[src/rtl/sys_dbg_pkg.sv]
// Shared types, default widths and the LED slice helper for the debug controller.
package sys_dbg_pkg;

    typedef enum logic [1:0] {
        HALT = 2'd0,
        RUN  = 2'd1,
        STEP = 2'd2
    } dbg_state_e;

    localparam int DEF_DATA_W  = 32;
    localparam int DEF_LED_W   = 18;
    localparam int DEF_NUM_CH  = 8;
    localparam int DEF_SEL_W   = 4;
    localparam int DEF_NUM_BP  = 2;
    localparam int SLICE_MAX_W = 64;

    // Callers zero-extend the channel, so bits above DATA_W come back as zero.
    function automatic logic [SLICE_MAX_W-1:0] slice_extract(
        input logic [SLICE_MAX_W-1:0] ch,
        input logic                   sel,
        input int                     led_w
    );
        logic [SLICE_MAX_W-1:0] res_s;
        if (sel) begin
            res_s = ch >> led_w;
        end else begin
            res_s = ch;
        end
        return res_s;
    endfunction

endpackage

[src/rtl/sys_debug_ctrl_bp_cmp.sv]
// PC breakpoint comparators with a lowest-index priority encoder (combinational).
module sys_debug_ctrl_bp_cmp
    import sys_dbg_pkg::*;
#(
    parameter int DATA_W = DEF_DATA_W,
    parameter int NUM_BP = DEF_NUM_BP,
    parameter int SEL_W  = DEF_SEL_W
) (
    input  logic [NUM_BP-1:0]        bp_en,
    input  logic [NUM_BP*DATA_W-1:0] bp_addr,
    input  logic [DATA_W-1:0]        pc_in,
    output logic                     match,
    output logic [SEL_W-1:0]         idx
);

    logic             match_s;
    logic [SEL_W-1:0] idx_s;

    // Scan from the top down so the lowest matching index is the one that sticks.
    always_comb begin
        match_s = 1'b0;
        idx_s   = {SEL_W{1'b0}};
        for (int i = NUM_BP - 1; i >= 0; i--) begin
            if (bp_en[i] && (pc_in == bp_addr[i*DATA_W +: DATA_W])) begin
                match_s = 1'b1;
                idx_s   = SEL_W'(i);
            end else begin
                match_s = match_s;
            end
        end
    end

    assign match = match_s;
    assign idx   = idx_s;

endmodule

[src/rtl/sys_debug_ctrl.sv]
// Run/halt/step control, breakpoint handling, halt snapshot and LED window for the core.
module sys_debug_ctrl
    import sys_dbg_pkg::*;
#(
    parameter int DATA_W = DEF_DATA_W,
    parameter int LED_W  = DEF_LED_W,
    parameter int NUM_CH = DEF_NUM_CH,
    parameter int SEL_W  = DEF_SEL_W,
    parameter int NUM_BP = DEF_NUM_BP
) (
    input  logic                     SYS_clk,
    input  logic                     SYS_reset,
    input  logic                     dbg_run,
    input  logic                     dbg_halt,
    input  logic                     dbg_step,
    input  logic [NUM_BP-1:0]        bp_en,
    input  logic [NUM_BP*DATA_W-1:0] bp_addr,
    input  logic [DATA_W-1:0]        pc_in,
    input  logic [NUM_CH*DATA_W-1:0] probe_in,
    input  logic [SEL_W-1:0]         out_sel,
    input  logic                     slice_sel,
    output logic                     core_en,
    output logic                     halted,
    output logic                     bp_hit,
    output logic [SEL_W-1:0]         bp_idx,
    output logic [DATA_W-1:0]        cycle_cnt,
    output logic [LED_W-1:0]         SYS_leds
);

    dbg_state_e                state_r, next_s;
    logic                      halted_r, bp_hit_r, skip_bp_r;
    logic [SEL_W-1:0]          bp_idx_r;
    logic [DATA_W-1:0]         cycle_cnt_r;
    logic [LED_W-1:0]          leds_r;
    logic [NUM_CH*DATA_W-1:0]  snap_r;
    logic                      raw_match_s, match_s, core_en_s;
    logic [SEL_W-1:0]          raw_idx_s;
    logic [DATA_W-1:0]         chan_s;
    logic [SLICE_MAX_W-1:0]    slice_s;

    sys_debug_ctrl_bp_cmp #(
        .DATA_W (DATA_W),
        .NUM_BP (NUM_BP),
        .SEL_W  (SEL_W)
    ) u_bp_cmp (
        .bp_en   (bp_en),
        .bp_addr (bp_addr),
        .pc_in   (pc_in),
        .match   (raw_match_s),
        .idx     (raw_idx_s)
    );

    // The first RUN cycle after a breakpoint halt must not re-hit the same PC.
    assign match_s = raw_match_s && !skip_bp_r;

    // State register.
    always_ff @(posedge SYS_clk) begin
        if (!SYS_reset) begin
            state_r  <= HALT;
            halted_r <= 1'b1;
        end else begin
            state_r  <= next_s;
            halted_r <= (next_s == HALT);
        end
    end

    // Next-state logic; step beats run, halt beats a breakpoint.
    always_comb begin
        next_s = state_r;
        case (state_r)
            HALT: begin
                if (dbg_step) begin
                    next_s = STEP;
                end else if (dbg_run) begin
                    next_s = RUN;
                end else begin
                    next_s = HALT;
                end
            end
            RUN: begin
                if (dbg_halt || match_s) begin
                    next_s = HALT;
                end else begin
                    next_s = RUN;
                end
            end
            STEP:    next_s = HALT;
            default: next_s = HALT;
        endcase
    end

    // Output logic: the core is gated off in the very cycle a halt or breakpoint is seen.
    always_comb begin
        core_en_s = 1'b0;
        case (state_r)
            STEP:    core_en_s = 1'b1;
            RUN:     core_en_s = !dbg_halt && !match_s;
            HALT:    core_en_s = 1'b0;
            default: core_en_s = 1'b0;
        endcase
    end

    // Breakpoint status, resume mask and halt snapshot.
    always_ff @(posedge SYS_clk) begin
        if (!SYS_reset) begin
            bp_hit_r  <= 1'b0;
            bp_idx_r  <= {SEL_W{1'b0}};
            skip_bp_r <= 1'b0;
            snap_r    <= {(NUM_CH*DATA_W){1'b0}};
        end else begin
            if ((state_r == HALT) && (next_s != HALT)) begin
                bp_hit_r <= 1'b0;
            end else if ((state_r == RUN) && !dbg_halt && match_s) begin
                bp_hit_r <= 1'b1;
                bp_idx_r <= raw_idx_s;
            end else begin
                bp_hit_r <= bp_hit_r;
            end
            if ((state_r == HALT) && (next_s == RUN)) begin
                skip_bp_r <= bp_hit_r;
            end else if (state_r == RUN) begin
                skip_bp_r <= 1'b0;
            end else begin
                skip_bp_r <= skip_bp_r;
            end
            if ((state_r != HALT) && (next_s == HALT)) begin
                snap_r <= probe_in;
            end else begin
                snap_r <= snap_r;
            end
        end
    end

    // Channel mux; selects beyond NUM_CH fall through to zero.
    always_comb begin
        chan_s = {DATA_W{1'b0}};
        for (int i = 0; i < NUM_CH; i++) begin
            if (out_sel == SEL_W'(i)) begin
                chan_s = halted_r ? snap_r[i*DATA_W +: DATA_W] : probe_in[i*DATA_W +: DATA_W];
            end else begin
                chan_s = chan_s;
            end
        end
        slice_s = slice_extract(SLICE_MAX_W'(chan_s), slice_sel, LED_W);
    end

    // Saturating executed-cycle counter and registered LED window.
    always_ff @(posedge SYS_clk) begin
        if (!SYS_reset) begin
            cycle_cnt_r <= {DATA_W{1'b0}};
            leds_r      <= {LED_W{1'b0}};
        end else begin
            if (core_en_s && (cycle_cnt_r != {DATA_W{1'b1}})) begin
                cycle_cnt_r <= cycle_cnt_r + DATA_W'(1);
            end else begin
                cycle_cnt_r <= cycle_cnt_r;
            end
            leds_r <= slice_s[LED_W-1:0];
        end
    end

    assign core_en   = core_en_s;
    assign halted    = halted_r;
    assign bp_hit    = bp_hit_r;
    assign bp_idx    = bp_idx_r;
    assign cycle_cnt = cycle_cnt_r;
    assign SYS_leds  = leds_r;

endmodule

[config.mk]
export PLATFORM = sky130hd
export DESIGN_NAME = sys_debug_ctrl
export DESIGN_NICKNAME = d
export VERILOG_FILES = /design/src/rtl/sys_dbg_pkg.sv /design/src/rtl/sys_debug_ctrl_bp_cmp.sv /design/src/rtl/sys_debug_ctrl.sv
export SDC_FILE = /design/constraint.sdc
export NUM_CORES = 1
export LEC_CHECK = 0
export BUFFER_PORTS_ARGS = -buffer_cell sky130_fd_sc_hd__buf_2
export CORE_ASPECT_RATIO = 0.5
export CORE_MARGIN = 5
export CORE_UTILIZATION = 50
export CTS_CLUSTER_DIAMETER = 40
export DETAILED_ROUTE_END_ITERATION = 10
export GPL_TIMING_DRIVEN = 0
export PLACE_DENSITY = 0.76
export SYNTH_ARGS = -nofsm -noshare
export SYNTH_HDL_FRONTEND = slang
export SYNTH_SLANG_ARGS = --single-unit
[constraint.sdc]
create_clock -name SYS_clk -period 3.8 [get_ports SYS_clk]
set_input_delay 0.76 -clock SYS_clk [delete_from_list [all_inputs] [get_ports SYS_clk]]
set_output_delay 0.76 -clock SYS_clk [all_outputs]
set_load 0.005 [all_outputs]
==> impl_results.rst, run 1 <==
.. list-table::
   :header-rows: 1

   * - Metric
     - Value
   * - CP Cell Sequence
     - buf_2 -> buf_2 -> buf_2 -> buf_1 -> mux2i_1 -> o22ai_1 -> nor3_1 -> o221ai_1 -> a21oi_1 -> nor2_1
   * - Worst EP required
     - around 4200 ps
   * - Dominant cells by area after synthesis
     - sky130_fd_sc_hd__dfxtp_1 (37%), sky130_fd_sc_hd__mux2i_1 (16%), sky130_fd_sc_hd__nand3_1 (8.2%)
   * - Placeable Area
     - roughly 33000 um^2
   * - Number of top-level pins
     - ~420
   * - Die area
     - ~38000 um^2
   * - Utilization of the core after routing
     - ~63%
   * - Number of DRC violations after detailed routing
     - 0
   * - Starting Density
     - between 50 and 60%
   * - Worst Path Class, Setup
     - reg -> reg
   * - Number of detailed-route iterations in the first pass
     - 8
   * - Weighted congestion at the end of routability-driven global placement
     - slightly above 1
   * - Kind of launch point of the worst setup path
     - register
   * - Fill cell count
     - about 3000
   * - Global-route wire length before repair
     - 99300 um
   * - Vias in the first global route
     - ~17000
   * - Post-synth top flop
     - sky130_fd_sc_hd__dfxtp_1
   * - DR vias/cell
     - around 6
   * - Largest net degree at the start of global routing
     - 16
   * - Final Non-Filler Cells
     - 2984
   * - CTS H-Tree Depth
     - 2
   * - Capture instance of the worst register-to-register path
     - SYS_leds[1]
   * - Chip Width
     - ~270 um
   * - Relative area change from synthesis to final layout
     - 23.3%
   * - Synthesized area per cell
     - between 8 and 9 um^2
   * - Share of cell area taken by muxes after synthesis
     - around 18%
   * - Most common cell in the netlist
     - sky130_fd_sc_hd__nand2_1
   * - Nets@finish
     - 2883
   * - Fmax
     - 266 MHz
   * - Wirelength, routed
     - approximately 68000 um
   * - Leakage power of the design
     - just under 9 nW
   * - CTS max path bufs
     - 3
   * - Number of antenna-violating nets in the routed design
     - 0
   * - Slowest cell on crit path
     - sky130_fd_sc_hd__buf_1
   * - Total number of vias
     - about 18000
   * - Simple logic cell fraction of the synthesized area
     - between 20% and 30%
   * - Share of the yosys chip area belonging to registers
     - 37.1%
   * - Die Y
     - 140 um
   * - Top cells by count, synth
     - sky130_fd_sc_hd__nand2_1 (330), sky130_fd_sc_hd__dfxtp_1 (312), sky130_fd_sc_hd__nand3_1 (275), sky130_fd_sc_hd__mux2i_1 (273), sky130_fd_sc_hd__o21ai_1 (229)
   * - Critical-path maximum fanout
     - 10
   * - Unique cell type count in the Yosys netlist
     - 58
   * - Setup clock skew after layout
     - about 37 ps
   * - Crit path largest cell delay
     - between 800 and 900 ps
   * - Total of buffers placed on input and output ports
     - 415
   * - Combinational family with the most area after synthesis
     - simple AND/OR/NAND/NOR gates
   * - Setup slack of the critical path after layout
     - 38.3 ps
   * - Path depth of the worst reg2reg path
     - 10
   * - Post-Place Worst Slack
     - -326 ps
   * - Tmin final
     - 3760 ps
   * - Syn. warnings
     - 0
   * - Overall routing resource usage
     - 33.6%
   * - Power, Total
     - 9.05 mW
   * - Hold Fails Final Rpt
     - 0
   * - Post-Synth Adder-Cell Area
     - less than 1%
   * - Hold Crit Depth
     - 2
   * - Final Cycle Share
     - 99.0%
   * - CTS tree
     - yes
   * - GRT overflow
     - 0
   * - Netlist Area Pre-Place
     - ~17000 um^2
   * - Placed instance count
     - between 2000 and 3000
   * - XOR/XNOR Fraction of Synth Area
     - under 10%
   * - Worst-Skew Late Latency
     - between 500 and 600 ps
   * - Compound-gate portion of the synthesized area
     - between 15 and 20%
   * - End point of the worst hold path
     - snap_r[70]
   * - Number of max-slew violations in the final report
     - 0
   * - Area share of the largest cell type after synthesis
     - a little under two fifths
   * - Count of maximum capacitance violations
     - 0
   * - Number of instances in the synthesized netlist
     - between 2000 and 2500
   * - Worst-Margin Slew
     - about 1100 ps
   * - CP arrival
     - roughly 4200 ps
   * - Largest area contributor in the netlist
     - sky130_fd_sc_hd__dfxtp_1
   * - Fraction of final layout cells sized beyond drive strength 1
     - about 22%
   * - Worst hold start
     - snap_r[70]
   * - Startpoint of the lowest-slack register-to-register path
     - halted
   * - Reg-to-reg slack, setup
     - approximately 38 ps
   * - Capturing element type of the critical path
     - register
   * - Async set or reset register ratio after synthesis
     - 0%
   * - Status
     - finished, final reports clean
   * - Post-detailed-route wirelength per cell
     - around 23 um
   * - Number of storage elements in the synthesis netlist
     - 312
   * - Total of endpoints with negative setup slack in the final report
     - 0
   * - Number of enable flip-flop cells after synthesis
     - 0
   * - Clock slew at reported path FFs
     - roughly 60 ps
   * - Path type of the worst min-delay path
     - reg -> reg
   * - Most prevalent standard cell on the critical path
     - sky130_fd_sc_hd__buf_2
   * - Num CTS Buffers
     - 35
   * - Relative slew slack
     - slightly below 30%
   * - Final hold slack
     - 446 ps
   * - CTS sink cnt
     - ~310
   * - Initial antenna violation count
     - 7
   * - Core Rows
     - 47
   * - DP Wirelength
     - about 52000 um
   * - Count of routing violations after the opening detailed-route iteration
     - 2694
   * - Power per standard cell area
     - between 400 and 500 nW/um^2
   * - Cell at the root of the clock tree
     - sky130_fd_sc_hd__clkbuf_16
   * - Maximum resistive drop on vdd
     - 0.000281 V
==> final cells by class <==
| type | count | area [um^2] | area share [%] |
|---|---|---|---|
| plain buffers | 191 | 888 | 4.28 |
| well taps | 441 | 552 | 2.66 |
| clock buffers | 45 | 963 | 4.64 |
| diodes | 5 | 12.5 | 0.0603 |
| inverters | 11 | 41.3 | 0.199 |
| clock inverters | 15 | 260 | 1.25 |
| multi-input cells | 1546 | 9680 | 46.7 |
| flip-flops and latches | 312 | 6250 | 30.1 |
| repair buffers | 418 | 2100 | 10.1 |
==> cells in the final DEF (no fill, tap or decap), types with 25 or more instances in the layout <==
| cell | netlist | routed |
|---|---|---|
| sky130_fd_sc_hd__buf_2 | 29 | 444 |
| sky130_fd_sc_hd__nand2_1 | 330 | 330 |
| sky130_fd_sc_hd__dfxtp_1 | 312 | 312 |
| sky130_fd_sc_hd__nand3_1 | 275 | 275 |
| sky130_fd_sc_hd__mux2i_1 | 273 | 273 |
| sky130_fd_sc_hd__o21ai_1 | 229 | 229 |
| sky130_fd_sc_hd__clkbuf_1 | 118 | 122 |
| sky130_fd_sc_hd__o22ai_1 | 71 | 71 |
| sky130_fd_sc_hd__xnor2_1 | 55 | 55 |
| sky130_fd_sc_hd__o21ai_0 | 35 | 35 |
| sky130_fd_sc_hd__clkbuf_16 | 0 | 35 |
| sky130_fd_sc_hd__nor2_1 | 32 | 32 |
| sky130_fd_sc_hd__o221ai_1 | 29 | 29 |
| sky130_fd_sc_hd__nand2b_1 | 28 | 28 |
| sky130_fd_sc_hd__a211oi_1 | 25 | 25 |
==> metal layers <==
metal  global-route usage (%)  wire (um)  vias to the layer above
li1                         -          -                     8328
met1                     42.4      25800                     8473
met2                     52.8      30100                     1075
met3                     9.75       8060                      212
met4                     16.7       3690                        4
met5                        0         78                        -
==> registers in the layout, indices dropped and copies added (netlist names) <==
signal	count
bp_idx	1
state_r	2
skip_bp_r	1
snap_r	256
halted	1
SYS_leds	18
cycle_cnt	32
bp_hit	1
==> how the worst max path moves through the flow <==
stage / depth (start not counted) / slack (ps) / from / to
floorplan: 8 / 620 / bp_addr[59] / core_en
global placement: 10 / -280 / pc_in[22] / core_en
detailed placement: 10 / -330 / pc_in[23] / core_en
CTS: 10 / 20 / pc_in[23] / core_en
global route: 9 / -6 / pc_in[21] / core_en
finish: 10 / 40 / halted / SYS_leds[1]
==> stage by stage <==
| stage | TNS (ps) | instance area (um^2) |
|---|---|---|
| floorplan | 0 | 16800 |
| finish | 0 | 20700 |
| detailed placement | -8550 | 19500 |
| global placement | -4700 | 19500 |
| CTS | 0 | 20700 |
| global route | -6.31 | 20700 |
==> power by group <==
| part | internal [mW] | leakage [nW] | total, mW | switching, mW |
|---|---|---|---|---|
| Sequential | 3.48 | 2.55 | 3.59 | 0.104 |
| Clock | 2.22 | 0.591 | 3.72 | 1.50 |
| Combinational | 0.663 | 5.76 | 1.74 | 1.08 |
==> kinds of logic after synthesis <==
group	count (synthesis)
AND/OR/NAND/NOR	759
AO/OA/AOI/OAI	435
buffers and inverters	202
other	1
adder cells (fa/ha/maj)	4
multiplexers	285
flip-flops	312
XOR/XNOR	60
==> worst max-delay path, delay by kind of cell, from the launching register on <==
| kind | cells | cell delay [ps] |
|---|---|---|
| buffers and inverters | 4 | 1840 |
| muxes | 1 | 420 |
| AOI/OAI and AO/OA | 3 | 620 |
| and+or+nand+nor | 2 | 390 |
| DFF | 1 | 360 |
==> what timing repair did <==
action	4_1_cts	5_1_grt
cloned	0	0
setup endpoints to repair	1	1
hold buffers	0	0
endpoints found under the hold margin	0	0
gates resized for setup	3	2
setup buffers	0	3
pin swaps	0	1
Note: power is estimated with default switching activity, not from simulation.
==> run 2: changes to the inputs <==
--- a/config.mk
+++ b/config.mk
@@ -5,6 +5,7 @@
 export SDC_FILE = /design/constraint.sdc
 export NUM_CORES = 1
 export LEC_CHECK = 0
+export ABC_AREA = 1
 export BUFFER_PORTS_ARGS = -buffer_cell sky130_fd_sc_hd__buf_2
 export CORE_ASPECT_RATIO = 0.5
 export CORE_MARGIN = 5
@@ -12,7 +13,9 @@
 export CTS_CLUSTER_DIAMETER = 40
 export DETAILED_ROUTE_END_ITERATION = 10
 export GPL_TIMING_DRIVEN = 0
-export PLACE_DENSITY = 0.76
+export PLACE_DENSITY = 0.75
+export SETUP_SLACK_MARGIN = 0.05
 export SYNTH_ARGS = -nofsm -noshare
 export SYNTH_HDL_FRONTEND = slang
 export SYNTH_SLANG_ARGS = --single-unit
+export TNS_END_PERCENT = 10
==> run 2 against run 1 <==
Against the previous run:
- sequential cell count did not move
- cell count rose by 28%
- first-iteration DRC count rose by 8.8%
- final area rose by 5.1%
- total power rose by 4.9%
- clock skew fell by 16 ps
- core utilization barely moved
- area after synthesis rose by 6.0%
==> impl_results.rst, run 2 <==
.. list-table::
   :header-rows: 1

   * - Metric
     - Value
   * - Status
     - finished, final reports clean (unchanged)
   * - Initial antenna violation count
     - 5 (was 7)
   * - Critical-path maximum fanout
     - 10 (unchanged)
   * - GRT overflow
     - 0 (unchanged)
   * - Setup clock skew after layout
     - 20.8 ps (was 36.7 ps)
   * - Placeable Area
     - 34800 um^2 (was 33100 um^2)
   * - Worst-Skew Late Latency
     - 550 ps (about the same)
   * - Relative slew slack
     - 23.6% (was 29.1%)
   * - Worst-Margin Slew
     - 1130 ps (was 1060 ps)
   * - CTS max path bufs
     - 3 (unchanged)
   * - Tmin final
     - 3530 ps (was 3760 ps)
   * - Relative area change from synthesis to final layout
     - 22.2% (was 23.3%)
   * - Num CTS Buffers
     - 36 (was 35)
   * - Setup repair after global routing missed its margin
     - false
   * - Maximum resistive drop on vdd
     - 0.000342 V (was 0.000281 V)
   * - Buffering stage count on the worst path with inverters included
     - 3 (was 4)
   * - CTS tree
     - yes (unchanged)
   * - Post-synth top flop
     - sky130_fd_sc_hd__dfxtp_1 (unchanged)
   * - Post-detailed-route wirelength per cell
     - 21.8 um (was 22.7 um)
   * - Async set or reset register ratio after synthesis
     - 0% (unchanged)
   * - CTS H-Tree Depth
     - 2 (unchanged)
   * - Overall routing resource usage
     - 39.4% (was 33.6%)
   * - Total number of vias
     - 21901 (was 18092)
   * - Share of the yosys chip area belonging to registers
     - 35.0% (was 37.1%)
   * - Syn. warnings
     - 0 (unchanged)
   * - Fraction of final layout cells sized beyond drive strength 1
     - 18.2% (was 21.7%)
   * - Most common library cell in the layout ignoring fill and taps
     - sky130_fd_sc_hd__nand2_1 (was sky130_fd_sc_hd__buf_2)
   * - Weighted congestion at the end of routability-driven global placement
     - 1.05 (was 1.03)
   * - Crit path max-delay family
     - buffers and inverters (unchanged)
   * - Unique cell type count in the Yosys netlist
     - 45 (was 58)
   * - Most used cells in the layout excluding fill and tap cells
     - sky130_fd_sc_hd__nand2_1 (753), sky130_fd_sc_hd__nor2_1 (687), sky130_fd_sc_hd__buf_2 (451) (was sky130_fd_sc_hd__buf_2 (444), sky130_fd_sc_hd__nand2_1 (330), sky130_fd_sc_hd__dfxtp_1 (312))
   * - Synthesized area per cell
     - 6.23 um^2 (was 8.18 um^2)
   * - Post-Place Worst Slack
     - -3.02 ps (was -326 ps)
   * - Die area
     - 39800 um^2 (was 37600 um^2)
   * - Utilization of the core after routing
     - 62.6% (about the same)
   * - Kind of launch point of the worst setup path
     - register (unchanged)
   * - Number of top-level pins
     - 421 (unchanged)
   * - Die Y
     - 144 um (was 140 um)
   * - CP Cell Sequence
     - buf_2 -> buf_1 -> mux2i_1 -> o211ai_1 -> nor2_1 -> o31ai_1 -> o41ai_1 -> inv_1 (was buf_2 -> buf_2 -> buf_2 -> buf_1 -> mux2i_1 -> o22ai_1 -> nor3_1 -> o221ai_1 -> a21oi_1 -> nor2_1)
   * - Chip Width
     - 277 um (was 269 um)
   * - Wirelength, routed
     - 83200 um (was 67700 um)
   * - Nets@finish
     - 3685 (was 2883)
   * - TNS Setup
     - 0 ps (unchanged)
   * - Starting Density
     - 51.2% (was 50.8%)
   * - DR vias/cell
     - 5.73 (was 6.06)
   * - Post-route design area
     - 21800 um^2 (was 20700 um^2)
   * - Largest net degree at the start of global routing
     - 15 (was 16)
   * - Area share of the largest cell type after synthesis
     - 35.0% (was 37.1%)
   * - Count of maximum capacitance violations
     - 0 (unchanged)
   * - Top cells by count, synth
     - sky130_fd_sc_hd__nand2_1 (753), sky130_fd_sc_hd__nor2_1 (687), sky130_fd_sc_hd__dfxtp_1 (312), sky130_fd_sc_hd__o21ai_0 (190), sky130_fd_sc_hd__a21oi_1 (132) (was sky130_fd_sc_hd__nand2_1 (330), sky130_fd_sc_hd__dfxtp_1 (312), sky130_fd_sc_hd__nand3_1 (275), sky130_fd_sc_hd__mux2i_1 (273), sky130_fd_sc_hd__o21ai_1 (229))
   * - Total of endpoints with negative setup slack in the final report
     - 0 (unchanged)
   * - Power, Total
     - 9.50 mW (was 9.05 mW)
   * - Cell at the root of the clock tree
     - sky130_fd_sc_hd__clkbuf_16 (unchanged)
   * - Crit path largest cell delay
     - 720 ps (was 840 ps)
   * - Number of storage elements in the synthesis netlist
     - 312 (unchanged)
   * - Largest area contributor in the netlist
     - sky130_fd_sc_hd__dfxtp_1 (unchanged)
   * - Hold Fails Final Rpt
     - 0 (unchanged)
   * - Dominant cells by area after synthesis
     - sky130_fd_sc_hd__dfxtp_1 (35%), sky130_fd_sc_hd__nand2_1 (16%), sky130_fd_sc_hd__nor2_1 (14%) (was sky130_fd_sc_hd__dfxtp_1 (37%), sky130_fd_sc_hd__mux2i_1 (16%), sky130_fd_sc_hd__nand3_1 (8.2%))
   * - Number of DRC violations after detailed routing
     - 0 (unchanged)
   * - Number of detailed-route iterations in the first pass
     - 6 (was 8)
   * - Core Rows
     - 48 (was 47)
   * - Number of antenna-violating nets in the routed design
     - 0 (unchanged)
   * - Path type of the worst min-delay path
     - reg -> reg (unchanged)
   * - Count of routing violations after the opening detailed-route iteration
     - 2930 (was 2694)
   * - Capturing element type of the critical path
     - register (unchanged)
   * - Number of enable flip-flop cells after synthesis
     - 0 (unchanged)
   * - Worst Path Class, Setup
     - reg -> reg (unchanged)
   * - Clock slew at reported path FFs
     - 70 ps (was 60 ps)
   * - Number of instances in the synthesized netlist
     - 2862 (was 2058)
   * - Global-route wire length before repair
     - 120000 um (was 99300 um)
   * - Most common cell in the netlist
     - sky130_fd_sc_hd__nand2_1 (unchanged)
   * - Vias in the first global route
     - 19622 (was 16787)
   * - CP arrival
     - 3920 ps (was 4160 ps)
   * - Netlist Area Pre-Place
     - 17800 um^2 (was 16800 um^2)
   * - DP Wirelength
     - 64900 um (was 52400 um)
   * - Final Cycle Share
     - 92.9% (was 99.0%)
   * - Number of flip-flops under the largest register name
     - 256 (unchanged)
   * - Leakage power of the design
     - 10.1 nW (was 8.90 nW)
   * - Setup slack of the critical path after layout
     - 270 ps (was 38.3 ps)
   * - Most flop-heavy register
     - snap_r (unchanged)
   * - Slowest cell on crit path
     - sky130_fd_sc_hd__buf_1 (unchanged)
   * - Power per standard cell area
     - 435 nW/um^2 (was 436 nW/um^2)
   * - Worst EP required
     - 4190 ps (was 4200 ps)
   * - Number of max-slew violations in the final report
     - 0 (unchanged)
   * - DP Area
     - 20500 um^2 (was 19500 um^2)
   * - CTS sink cnt
     - 312 (unchanged)
   * - Fmax
     - 283 MHz (was 266 MHz)
   * - Total of buffers placed on input and output ports
     - 415 (unchanged)
==> run 2: what timing repair did <==
action / CTS / global route
endpoints found under the setup margin: 0 / 1
setup buffers: 0 / 0
hold buffers: 0 / 0
resized for setup: 0 / 1
==> run 2: final timing paths <==
check | to | slack (ps) | depth (start not counted) | from
hold reg to reg | snap_r[113] | 460 | 2 | snap_r[113]
hold / removal | snap_r[113] | 460 | 2 | snap_r[113]
setup / recovery | SYS_leds[17] | 270 | 8 | halted
setup reg to reg | SYS_leds[17] | 270 | 8 | halted
==> run 2: metrics by stage <==
stage | instances | hold slack [ps]
after detailed placement | 3754 | 449
after CTS | 3820 | 457
after global routing | 3823 | 480
after floorplan | 2864 | 429
final | 3823 | 457
after global placement | 3754 | 443
==> run 2: worst reg2reg max path: cells and delay by family (launching register included) <==
| family | cells | cell delay (ps) |
|---|---|---|
| buffers and inverters | 3 | 1150 |
| AOI/OAI and AO/OA | 3 | 1110 |
| DFF | 1 | 650 |
| muxes | 1 | 280 |
| and+or+nand+nor | 1 | 180 |
==> run 2: cells by family after synthesis <==
kind of cell | after synthesis | share of synthesized area, %
muxes | 25 | 1.40
and+or+nand+nor | 1613 | 36.2
xor gates and xnor gates | 49 | 2.41
other | 1 | 0.0210
adders and majority gates | 4 | 0.281
AOI/OAI and AO/OA | 534 | 16.7
buffers and inverters | 324 | 7.98
DFF | 312 | 35.0
==> run 2: area by class of cell <==
type	count	area [um^2]
buffer	181	886
tap	475	594
clock buffer	45	1030
sequential	312	6250
inverter	143	537
antenna	3	7.51
clock inverter	21	248
multi-input combinational	2228	10200
timing repair buffer	415	2080
fill	3429	13000
==> run 2: power by group <==
part / switching, mW / total (mW) / internal (mW)
logic: 1.35 / 2.02 / 0.670
registers: 0.142 / 3.70 / 3.56
clock network: 1.60 / 3.77 / 2.17
total: 3.10 / 9.50 / 6.40
==> run 2: layer usage <==
metal | track usage [%] | vias to the layer above | wire, um
li1 | - | 10172 | -
met1 | 51.3 | 10022 | 32300
met2 | 63.5 | 1419 | 36400
met3 | 8.39 | 284 | 9570
met4 | 18.4 | 4 | 4860
met5 | 0 | - | 22
